==> src/rtl/dmem_arbiter.sv <==
// Round-robin arbiter serialising per-core data-memory accesses onto one shared memory.
// One memory operation in flight at a time; read data is returned per core with a one-cycle ack.
module dmem_arbiter #(
  parameter int NUM_CORES = 4,
  parameter int ADDR_W    = 16,
  parameter int DATA_W    = 16
) (
  input  logic                          clk,
  input  logic                          RESET,
  input  logic [NUM_CORES-1:0]          core_rd,
  input  logic [NUM_CORES-1:0]          core_wr,
  input  logic [NUM_CORES*ADDR_W-1:0]   core_addr,
  input  logic [NUM_CORES*DATA_W-1:0]   core_wdata,
  output logic [NUM_CORES*DATA_W-1:0]   core_rdata,
  output logic [NUM_CORES-1:0]          core_ack,
  output logic [NUM_CORES-1:0]          core_stall,
  output logic [ADDR_W-1:0]             mem_addr,
  output logic [DATA_W-1:0]             mem_wdata,
  output logic                          mem_we,
  output logic                          mem_re,
  input  logic [DATA_W-1:0]             mem_rdata,
  output logic                          err_dual
);

  localparam int PTR_W = (NUM_CORES > 1) ? $clog2(NUM_CORES) : 1;

  typedef enum logic [1:0] {IDLE, ISSUE, RESP} state_t;

  state_t               state;
  logic [PTR_W-1:0]     rr_ptr;
  logic [PTR_W-1:0]     winner;
  logic                 op_wr;
  logic [NUM_CORES-1:0] req;
  logic [NUM_CORES-1:0] eligible;
  logic                 grant_found;
  logic [PTR_W-1:0]     grant_idx;
  logic [PTR_W-1:0]     scan_idx;
  int                   scan_sum;

  assign req        = core_rd | core_wr;
  // A core being acked this cycle still shows its old request; it must not win again.
  assign eligible   = req & ~core_ack;
  assign core_stall = eligible;

  always_comb begin
    grant_found = 1'b0;
    grant_idx   = '0;
    scan_sum    = 0;
    scan_idx    = '0;
    for (int k = 0; k < NUM_CORES; k++) begin
      scan_sum = int'(rr_ptr) + k;
      if (scan_sum >= NUM_CORES)
        scan_sum = scan_sum - NUM_CORES;
      scan_idx = PTR_W'(scan_sum);
      if (!grant_found && eligible[scan_idx]) begin
        grant_found = 1'b1;
        grant_idx   = scan_idx;
      end
    end
  end

  always_ff @(posedge clk or posedge RESET) begin
    if (RESET) begin
      state      <= IDLE;
      rr_ptr     <= '0;
      winner     <= '0;
      op_wr      <= 1'b0;
      core_ack   <= '0;
      core_rdata <= '0;
      mem_addr   <= '0;
      mem_wdata  <= '0;
      mem_we     <= 1'b0;
      mem_re     <= 1'b0;
      err_dual   <= 1'b0;
    end else begin
      core_ack <= '0;
      if (|(core_rd & core_wr))
        err_dual <= 1'b1;
      case (state)
        IDLE: begin
          if (grant_found) begin
            // Write wins when both strobes are set; the read is simply dropped.
            winner    <= grant_idx;
            op_wr     <= core_wr[grant_idx];
            mem_addr  <= core_addr[int'(grant_idx)*ADDR_W +: ADDR_W];
            mem_wdata <= core_wdata[int'(grant_idx)*DATA_W +: DATA_W];
            mem_we    <= core_wr[grant_idx];
            mem_re    <= ~core_wr[grant_idx];
            rr_ptr    <= (grant_idx == PTR_W'(NUM_CORES-1)) ? '0 : grant_idx + PTR_W'(1);
            state     <= ISSUE;
          end
        end
        ISSUE: begin
          mem_we <= 1'b0;
          mem_re <= 1'b0;
          if (op_wr) begin
            core_ack[winner] <= 1'b1;
            state            <= IDLE;
          end else begin
            state <= RESP;
          end
        end
        RESP: begin
          core_rdata[int'(winner)*DATA_W +: DATA_W] <= mem_rdata;
          core_ack[winner] <= 1'b1;
          state            <= IDLE;
        end
        default: state <= IDLE;
      endcase
    end
  end

endmodule

==> config.mk <==
export PLATFORM = sky130hd
export DESIGN_NAME = dmem_arbiter
export DESIGN_NICKNAME = d
export VERILOG_FILES = /design/src/rtl/dmem_arbiter.sv
export SDC_FILE = /design/constraint.sdc
export NUM_CORES = 1
export LEC_CHECK = 0
export BUFFER_PORTS_ARGS = -buffer_cell sky130_fd_sc_hd__buf_2
export CAP_MARGIN = 10
export CORE_UTILIZATION = 35
export CTS_CLUSTER_SIZE = 8
export DETAILED_ROUTE_END_ITERATION = 8
export GPL_TIMING_DRIVEN = 0
export PLACE_DENSITY = 0.7
export SLEW_MARGIN = 20
export SYNTH_ARGS = -nofsm -noshare
export SYNTH_HDL_FRONTEND = slang
export SYNTH_SLANG_ARGS = --single-unit
==> constraint.sdc <==
create_clock -name clk -period 4.6 [get_ports clk]
set_input_delay 0.69 -clock clk [delete_from_list [all_inputs] [get_ports clk]]
set_output_delay 0.69 -clock clk [all_outputs]
set_load 0.005 [all_outputs]
==> metrics.yaml, run 1 <==
dieWidth_um: 122.5
r2r-start: "state[0]$_DFFE_PP0P_"
tritoncts: "done"
layout.cells.non_filler: 865
p_int_w: 0.002788
dieHeight_um: 122.5
finalCritPeriodShare: 0.5724
layout.cells.most_common: "sky130_fd_sc_hd__buf_2"
final_area_um2: 6947
synthesis.nets: 571
timing.critical_path.from_type: "register"
cts_root_buffer: "sky130_fd_sc_hd__clkbuf_16"
report.final.slew_viol_count: 0
total_switching_power_w: 0.001672
tritoncts.num_buffers: 9
placedCellCount: 850
count_of_tritonroute_iterations_in_the_first_routing_pass: 6
critPathRequiredTime_ns: 4.89
synth_enable_flop_cells: 0
placeableCoreArea_um2: 14040
ys_async_sr_fraction: 1.000
area_contributors_post_synth: "sky130_fd_sc_hd__dfrtp_1 54%, sky130_fd_sc_hd__mux2i_1 13%, sky130_fd_sc_hd__a22o_1 11%"
ant_nets: 0
post_cts_hold_buffer_count: 0
place_area_um2: 6640
dp.final_hpwl_um: 12100
port_buffer_cells: 260
htree_num_levels: 3
starting_density_of_the_core: 0.3618
setup_total_negative_slack_ns: 0
power.sequential.fraction: 0.351
max_cap_violations: 0
clk_pin_slew_ns: 0.07
startpoint: "state[0]$_DFFE_PP0P_"
clock_sinks: 110
yosys_register_bits: 110
outcome: "complete, no violations"
yosysTopAreaCellShare: 0.5417
timing.reg2reg.setup_slack_ns: 1.97
proportion_of_synthesized_chip_area_in_sequential_cells: 0.5417
cell_count_after_synthesis: 409
insertedDiodeCount: 0
clock_tree_buf_depth: 2
post_synth.cell_area_avg_um2: 12.42
timing.critical_path.to_type: "register"
rr_worst_depth: 7
globalRoute.totalOverflow: 0
power.density_cell_area_nw_per_um2: 642.0
finalWorstPathRequiredPeriod_ns: 2.633
post_drt_wl_per_cell_um: 17.78
clock_insertion_delay_worst_skew_ns: 0.35
fmax_mhz: 379.8
io-pin-count: 261
all_layer_global_routing_usage: 0.2049
via_count: 4457
layout_cells_sized_above_1: 0.4453
detail_route.drc_violations: 0
initialDrtViolationCount: 131
setup.worst_path.class: "reg2reg"
clock_power_share: 0.179
cp_max_fo: 10
cts_repair_resize_count: 0
tightestPinTransition_ns: 0.7468
yosysWarnings: 0
setup_skew_ns: 0.007022
grt_pass1_vias: 4485
ir_worst_vdd_mv: 0.3230
ys_dominant_reg_cell: "sky130_fd_sc_hd__dfrtp_1"
nets: 843
gpl.final_weighted_congestion: 0.7975
share_comb_of_total_power: 0.470
unrepaired_setup_endpoints_after_global_routing: "false"
maxSlewHeadroom: 0.4980
data_arrival_time_at_the_worst_slack_endpoint_ns: 2.92
cts.repair_timing.setup_buffer_count: 0
grt_pass1_wl_um: 23220
synthesized_cell_area_um2: 5081
leakagePower_nw: 3.828
floorplan.die_area_um2: 15000
setup_slack_ns: 1.967
holdCritPathClass: "in2async"
grt_antenna_before_repair: 0
floorplan.rows: 43
synthDistinctLibCells: 38
grt_start_max_net_pins: 77
syn2layout_area_growth_pct: 36.72
wl_um: 15380
setup_violations: 0
post_placement_worst_setup_slack_ns: 1.779
worstReg2RegEnd: "core_rdata[2]$_DFFE_PP0P_"
p_sw_frac: 0.3749
via_per_inst: 5.153
final-hold-violation-count: 0
synth_top_area_cell: "sky130_fd_sc_hd__dfrtp_1"
mostFrequentLayoutCells: "271 x sky130_fd_sc_hd__buf_2, 110 x sky130_fd_sc_hd__dfrtp_1, 67 x sky130_fd_sc_hd__mux2i_1"
crit_path_end: "core_rdata[2]$_DFFE_PP0P_"
[flip-flops by register name (all words and copies together) (netlist names), 2 cells and up]
register / count
rr_ptr: 2
core_rdata: 64
core_ack: 4
mem_addr: 16
state: 2
winner: 2
mem_wdata: 16
[worst max-delay path, stage by stage, from the launching register on]
cell	delay [ns]
sky130_fd_sc_hd__dfrtp_1	0.40
sky130_fd_sc_hd__inv_1	0.09
sky130_fd_sc_hd__ha_1	0.15
sky130_fd_sc_hd__clkbuf_1	0.20
sky130_fd_sc_hd__nand2_1	0.26
sky130_fd_sc_hd__nor4b_2	0.71
sky130_fd_sc_hd__clkbuf_1	0.52
sky130_fd_sc_hd__a22o_1	0.23
[kinds of logic after synthesis]
| kind of cell | synth area share |
|---|---|
| flops | 0.5417 |
| simple gates | 0.06230 |
| mux | 0.1342 |
| compound gates | 0.2046 |
| buf+inv | 0.03743 |
| fa+ha+maj | 0.01970 |
[final cells by class]
type | count | area (um2)
clock inverters | 5 | 67.56
well taps | 180 | 225.2
multi-input cells | 260 | 2138
plain buffers | 28 | 148.9
clock buffers | 10 | 239.0
flip-flops and latches | 110 | 2753
inverters | 11 | 46.29
repair buffers | 261 | 1329
fillers | 1263 | 7096
[power groups by stage]
stage,sequential (W),clock (W),combinational (W)
final,0.00157,0.000797,0.00209
after floorplan,0.00158,0,0.00129
after CTS,0.00157,0.000815,0.00213
after global placement,0.00156,0,0.00207
after global routing,0.00162,0.000856,0.00231
after detailed placement,0.00157,0,0.00212
[through the flow]
stage | utilization | hold slack [ns] | total power [W]
floorplan | - | 0.4628 | 0.002878
detailed placement | 0.4729 | 0.4571 | 0.003695
global route | 0.4947 | 0.3293 | 0.004779
global placement | 0.4706 | 0.4474 | 0.003629
CTS | 0.4947 | 0.3147 | 0.004509
finish | 0.4947 | 0.3158 | 0.004460
[synth_stat cells, types with 3 or more instances]
cell                       instances
sky130_fd_sc_hd__a22o_1           65
sky130_fd_sc_hd__and2_1            5
sky130_fd_sc_hd__buf_2            11
sky130_fd_sc_hd__buf_6             3
sky130_fd_sc_hd__clkbuf_1         12
sky130_fd_sc_hd__dfrtp_1         110
sky130_fd_sc_hd__ha_1              8
sky130_fd_sc_hd__inv_1             9
sky130_fd_sc_hd__mux2i_1          67
sky130_fd_sc_hd__nand2_1          42
sky130_fd_sc_hd__nor2_1            4
sky130_fd_sc_hd__nor4b_2           3
sky130_fd_sc_hd__o21ai_0           4
sky130_fd_sc_hd__o21ai_1           4
sky130_fd_sc_hd__o221ai_1         32
[worst min-delay path by stage]
stage                                            to  slack [ns]  cells past startpoint
after floorplan                err_dual$_DFFE_PP0P_        0.46                      2
after global placement         err_dual$_DFFE_PP0P_        0.45                      2
after detailed placement       err_dual$_DFFE_PP0P_        0.46                      2
after CTS                 mem_wdata[13]$_DFFE_PP0P_        0.31                      2
after global routing      mem_wdata[13]$_DFFE_PP0P_        0.33                      2
final                     mem_wdata[13]$_DFFE_PP0P_        0.32                      2
[routing by layer]
| metal | share of wire | track usage | wire [um] | up-vias |
|---|---|---|---|---|
| li1 | - | - | - | 2090 |
| met1 | 0.41 | 0.2349 | 6279 | 2153 |
| met3 | 0.071 | 0.05530 | 1093 | 19 |
| met5 | 0 | 0 | 0 | - |
| met2 | 0.50 | 0.3662 | 7711 | 195 |
| met4 | 0.019 | 0.06860 | 299 | 0 |
Note: power is estimated with default switching activity, not from simulation.
==> run 2, diff against run 1 <==
Settings changed: PLACE_DENSITY 0.7 to 0.73.
Clock period 4.6 ns to 2.2 ns, I/O delays scaled along.
==> metrics.yaml, run 2 (synthesis results as in run 1) <==
clock_insertion_delay_worst_skew_ns: 0.35  # about the same
wl_um: 16050  # +4.3%
dieHeight_um: 122.5  # unchanged
nets: 852  # +1.1%
critical-path-top-delay-family: "compound AO/OA/AOI/OAI gates"
port_buffer_cells: 260  # unchanged
floorplan.rows: 43  # unchanged
via_count: 4570  # +2.5%
dieWidth_um: 122.5  # unchanged
leakagePower_nw: 3.914  # +2.3%
setup.worst_path.class: "reg2reg"
syn2layout_area_growth_pct: 39.55
largest_reg_flops: 64  # unchanged
placeableCoreArea_um2: 14040  # unchanged
setup_violations: 0  # unchanged
worstPathCellList: "o21bai_1, inv_2, a211oi_1, o22ai_2, buf_6, buf_6, mux2i_1, o221ai_1"
timing.critical_path.from_type: "register"
maxSlewHeadroom: 0.6476  # +0.1496
grt_pass1_wl_um: 23640  # +1.8%
max_cap_violations: 0  # unchanged
largest_registers: "core_rdata (64), mem_addr (16), mem_wdata (16)"
r2r-start: "core_ack[1]$_DFF_PP0_"
clock_tree_buf_depth: 2  # unchanged
starting_density_of_the_core: 0.3618  # unchanged
critical-path-max-stage-delay_ns: 0.38  # -0.33 ns
finalCritPeriodShare: 0.9546  # +0.3822
cp_num_cells: 8  # +1
multiInputGateArea_um2: 2188  # +2.3%
power.density_cell_area_nw_per_um2: 1341  # +110%
fmax_mhz: 476.2  # +25%
ant_nets: 0  # unchanged
p_total_w: 0.009509  # +110%
ir_worst_vdd_mv: 0.6144  # +90%
via_per_inst: 5.223  # +1.4%
largest-register: "core_rdata"
io-pin-count: 261  # unchanged
tritoncts.num_buffers: 9  # unchanged
count_of_tritonroute_iterations_in_the_first_routing_pass: 4  # -2
timing.critical_path.buf_inv: 3  # unchanged
initialDrtViolationCount: 169  # +29%
floorplan.die_area_um2: 15000  # unchanged
layout.cells.most_common: "sky130_fd_sc_hd__buf_2"
dp.final_hpwl_um: 12370  # +2.3%
clock_sinks: 110  # unchanged
layout_cells_sized_above_1: 0.4662  # +0.02093
insertedDiodeCount: 0  # unchanged
globalRoute.totalOverflow: 0  # unchanged
crit_path_frequent_cell: "sky130_fd_sc_hd__buf_6"
crit_slowest_cell: "sky130_fd_sc_hd__dfrtp_1"
setup_skew_ns: 0.008642  # +0.001620 ns
cp_max_fo: 10  # unchanged
detail_route.drc_violations: 0  # unchanged
cts_root_buffer: "sky130_fd_sc_hd__clkbuf_16"
final-hold-violation-count: 0  # unchanged
data_arrival_time_at_the_worst_slack_endpoint_ns: 2.32  # -0.60 ns
all_layer_global_routing_usage: 0.2091  # +0.004240
regArea_um2: 2753  # unchanged
startpoint: "core_ack[1]$_DFF_PP0_"
finalCoreUtilization: 0.5049  # +0.01025
gpl.final_weighted_congestion: 0.7972  # about the same
finalWorstPathRequiredPeriod_ns: 2.100  # -0.5329 ns
critPathRequiredTime_ns: 2.42  # -2.47 ns
clk_pin_slew_ns: 0.08  # about the same
rr_worst_depth: 8  # +1
report.final.slew_viol_count: 0  # unchanged
timing.critical_path.to_type: "register"
filler_cell_count: 1226  # -2.9%
htree_num_levels: 3  # unchanged
worstReg2RegEnd: "mem_wdata[3]$_DFFE_PP0P_"
grt_start_max_net_pins: 35  # -55%
timing.reg2reg.setup_slack_ns: 0.1  # -1.87 ns
grt_pass1_vias: 4570  # +1.9%
tritoncts: "done"
mostFrequentLayoutCells: "270 x sky130_fd_sc_hd__buf_2, 110 x sky130_fd_sc_hd__dfrtp_1, 67 x sky130_fd_sc_hd__mux2i_1"
placedCellCount: 852  # +0.24%
post_drt_wl_per_cell_um: 18.34  # +3.1%
grt_antenna_before_repair: 1  # +1
outcome: "complete, no violations"
layout.cells.non_filler: 875  # +1.2%
holdCritPathClass: "in2async"
tightestPinTransition_ns: 0.5286  # -0.2182 ns
[run 2: metal layers]
layer,global-route usage,wire length (um)
met5,0,0
met4,0.09299,422
met3,0.04043,1099
met2,0.3673,8035
met1,0.2466,6489
[run 2: repair_timing]
item,in CTS,in global routing
setup buffers,4,4
hold buffers,0,0
setup endpoints to repair,42,54
pin swaps,2,1
resized for setup,9,10
[run 2: final cells by class]
class | instances | area share
sequential | 110 | 0.3882
multi-input combinational | 260 | 0.3086
timing repair buffer | 271 | 0.2005
clock buffer | 10 | 0.03370
tap | 180 | 0.03176
buffer | 27 | 0.02312
clock inverter | 6 | 0.007764
inverter | 11 | 0.006353
[run 2: worst max path at each step]
stage / end / slack, ns
detailed placement: core_rdata[36]$_DFFE_PP0P_ / -0.36
finish: mem_wdata[3]$_DFFE_PP0P_ / 0.1
global route: mem_wdata[4]$_DFFE_PP0P_ / -0.02
floorplan: core_rdata[0]$_DFFE_PP0P_ / 0.26
global placement: core_rdata[7]$_DFFE_PP0P_ / -0.24
CTS: core_rdata[36]$_DFFE_PP0P_ / 0.006
[run 2: worst reg2reg max path, stage by stage (launching register included)]
cell,delay [ns]
sky130_fd_sc_hd__dfrtp_1,0.38
sky130_fd_sc_hd__o21bai_1,0.24
sky130_fd_sc_hd__inv_2,0.15
sky130_fd_sc_hd__a211oi_1,0.07
sky130_fd_sc_hd__o22ai_2,0.29
sky130_fd_sc_hd__buf_6,0.19
sky130_fd_sc_hd__buf_6,0.17
sky130_fd_sc_hd__mux2i_1,0.33
sky130_fd_sc_hd__o221ai_1,0.15
[run 2: per-stage QoR]
step           setup TNS [ns]  hold WS, ns  area (um2)  worst slack [ns]
2_1_floorplan               0       0.4556        5085            0.2633
3_3_place_gp           -20.38       0.4474        6611           -0.2358
3_5_place_dp           -15.01       0.3914        6671           -0.3561
4_1_cts                     0     0.006314        7039          0.005557
5_1_grt              -0.03071      0.03716        7091          -0.02154
6_report                    0     0.008412        7091           0.09985
[run 2: report_power, final]
part           internal, W  leakage (nW)  switching, W  total (W)
Combinational      0.00220          2.32       0.00242    0.00462
Clock             0.000820         0.143      0.000775    0.00160
Sequential         0.00282          1.45      0.000470    0.00329
Total              0.00584          3.91       0.00367    0.00951
==> run 3, diff against run 2 <==
Settings changed: PLACE_DENSITY 0.73 to default, PLACE_DENSITY_LB_ADDON from default to 0.2.
==> metrics.yaml, run 3 (synthesis results as in run 1) <==
clock_insertion_delay_worst_skew_ns: 0.34  # about the same
regArea_um2: 2753  # unchanged
largest_registers: "core_rdata (64), mem_addr (16), mem_wdata (16)"
timing.critical_path.to_type: "register"
maxSlewHeadroom: 0.5967  # -0.05083
post_placement_worst_setup_slack_ns: -0.4566  # -0.1004 ns
power.sequential.fraction: 0.351  # +0.005
setup_violations: 0  # unchanged
critPathRequiredTime_ns: 2.40  # -0.02 ns
io-pin-count: 261  # unchanged
outcome: "complete, no violations"
crit_path_frequent_cell: "sky130_fd_sc_hd__buf_6"
nets: 850  # -0.23%
clock_sinks: 110  # unchanged
largest_reg_flops: 64  # unchanged
clock_tree_buf_depth: 2  # unchanged
grt_antenna_before_repair: 0  # -1
starting_density_of_the_core: 0.3618  # unchanged
syn2layout_area_growth_pct: 39.13
finalWorstPathRequiredPeriod_ns: 2.077  # -0.02354 ns
max_cap_violations: 0  # unchanged
dieHeight_um: 122.5  # unchanged
grt_pass1_wl_um: 24190  # +2.3%
setup_skew_ns: 0.006320  # -0.002322 ns
power.density_cell_area_nw_per_um2: 1322  # -1.4%
critical-path-max-stage-delay_ns: 0.39  # about the same
post_drt_wl_per_cell_um: 18.11  # -1.3%
cts_root_buffer: "sky130_fd_sc_hd__clkbuf_16"
finalCritPeriodShare: 0.9439  # -0.01070
htree_num_levels: 3  # unchanged
grt_start_max_net_pins: 37  # +5.7%
p_total_w: 0.009346  # -1.7%
ir_worst_vdd_mv: 0.5221  # -15%
fmax_mhz: 481.6  # +1.1%
startpoint: "core_ack[1]$_DFF_PP0_"
tritoncts: "done"
unrepaired_setup_endpoints_after_global_routing: "false"
report.final.slew_viol_count: 0  # unchanged
r2r-start: "core_ack[1]$_DFF_PP0_"
multiInputGateArea_um2: 2201  # +0.57%
count_of_tritonroute_iterations_in_the_first_routing_pass: 4  # unchanged
share_comb_of_total_power: 0.486  # about the same
worstPathCellList: "o21bai_1, inv_2, a211oi_1, o22ai_2, buf_6, buf_6, mux2i_2, o221ai_1"
layout_cells_sized_above_1: 0.4690  # +0.002788
insertedDiodeCount: 0  # unchanged
hold_path_startpoint: "mem_rdata[5]"
largest-register: "core_rdata"
crit_slowest_cell: "sky130_fd_sc_hd__dfrtp_1"
filler_cell_count: 1278  # +4.2%
port_buffer_cells: 260  # unchanged
gpl.final_weighted_congestion: 0.8063  # +1.1%
via_per_inst: 5.213  # -0.19%
via_count: 4551  # -0.42%
globalRoute.totalOverflow: 0  # unchanged
p_int_w: 0.005777  # -1.2%
initialDrtViolationCount: 146  # -14%
p_sw_frac: 0.3819  # -0.003501
layout.cells.most_common: "sky130_fd_sc_hd__buf_2"
tritoncts.num_buffers: 9  # unchanged
ant_nets: 0  # unchanged
all_layer_global_routing_usage: 0.2129  # +0.003816
holdCritPathClass: "in2reg"
clock_power_share: 0.163  # -0.005
setup_slack_ns: 0.1234  # +0.02354 ns
floorplan.die_area_um2: 15000  # unchanged
final-hold-violation-count: 0  # unchanged
clk_pin_slew_ns: 0.07  # about the same
setup.worst_path.class: "reg2reg"
data_arrival_time_at_the_worst_slack_endpoint_ns: 2.28  # -0.04 ns
dieWidth_um: 122.5  # unchanged
grt_pass1_vias: 4639  # +1.5%
tightestPinTransition_ns: 0.6049  # +0.07625 ns
detail_route.drc_violations: 0  # unchanged
cp_max_fo: 10  # unchanged
leakagePower_nw: 3.886  # -0.74%
timing.critical_path.from_type: "register"
mostFrequentLayoutCells: "269 x sky130_fd_sc_hd__buf_2, 110 x sky130_fd_sc_hd__dfrtp_1, 65 x sky130_fd_sc_hd__a22o_1"
placeableCoreArea_um2: 14040  # unchanged
wl_um: 15810  # -1.5%
dp.final_hpwl_um: 12200  # -1.4%
floorplan.rows: 43  # unchanged
total_switching_power_w: 0.003570  # -2.6%
## run 3: changes by cell type in the layout (fill, tap and decap cells not counted), moves of 2 or more
| cell | change |
|---|---|
| sky130_fd_sc_hd__inv_6 | -2 |
| sky130_fd_sc_hd__nand2_1 | -3 |
| sky130_fd_sc_hd__buf_4 | -2 |
| sky130_fd_sc_hd__clkbuf_1 | +2 |
| sky130_fd_sc_hd__mux2i_1 | -3 |
| sky130_fd_sc_hd__nand2_2 | +3 |
| sky130_fd_sc_hd__mux2i_2 | +3 |
## run 3: through the flow
step	instance area [um2]	TNS [ns]	cells	utilization	hold WS (ns)
after floorplan	5085	0	409	-	0.4556
after global placement	6611	-26.54	849	0.4708	0.4478
after detailed placement	6671	-16.08	852	0.4751	0.3542
after CTS	7037	0	873	0.5011	0.2239
after global routing	7069	0	873	0.5034	0.2397
final	7069	0	873	0.5034	0.2417
## run 3: critical path: cells and delay by family, from the launching register on
family | cells | cell delay (ns)
flops | 1 | 0.39
mux | 1 | 0.29
buf+inv | 3 | 0.53
compound gates | 4 | 0.73
## run 3: final cells by class
type                       count  share of cell area
buffer                        27             0.02283
inverter                      11            0.006372
clock inverter                 6            0.006549
timing repair buffer         269              0.1993
sequential                   110              0.3894
multi-input combinational    260              0.3113
clock buffer                  10             0.03239
tap                          180             0.03186
## run 3: power by group through the flow
stage	combinational [W]	clock [W]	sequential [W]
after CTS	0.00457	0.00157	0.00327
after floorplan	0.00271	0	0.00331
after global routing	0.00505	0.00164	0.00336
final	0.00454	0.00152	0.00328
after global placement	0.00438	0	0.00326
after detailed placement	0.00449	0	0.00327
## run 3: repair_timing
| item | in CTS | in global routing |
|---|---|---|
| setup endpoints to repair | 42 | 61 |
| pin swaps | 3 | 1 |
| hold buffers | 1 | 0 |
| buffers inserted | 4 | 1 |
| hold endpoints to repair | 14 | 0 |
| resized for setup | 11 | 10 |
## run 3: path summary, 6_finish.rpt
path / slack (ns) / depth (start not counted) / to
worst max-delay path: 0.12 / 8 / mem_addr[15]$_DFFE_PP0P_
worst min-delay path: 0.24 / 2 / core_rdata[37]$_DFFE_PP0P_
worst max register to register: 0.12 / 8 / mem_addr[15]$_DFFE_PP0P_
worst min register to register: 0.49 / 2 / mem_addr[11]$_DFFE_PP0P_
max in group asynchronous: 0.94 / 5 / mem_wdata[11]$_DFFE_PP0P_
min in group asynchronous: 0.53 / 3 / core_ack[0]$_DFF_PP0_
## run 3: layer usage
layer / routed length (um) / up-vias / global-route usage / share of wire
met5: 0 / - / 0 / 0
met4: 174 / 0 / 0.07088 / 0.011
met3: 1076 / 11 / 0.04972 / 0.068
met2: 8025 / 179 / 0.3743 / 0.51
met1: 6533 / 2250 / 0.2546 / 0.41
li1: - / 2111 / - / -
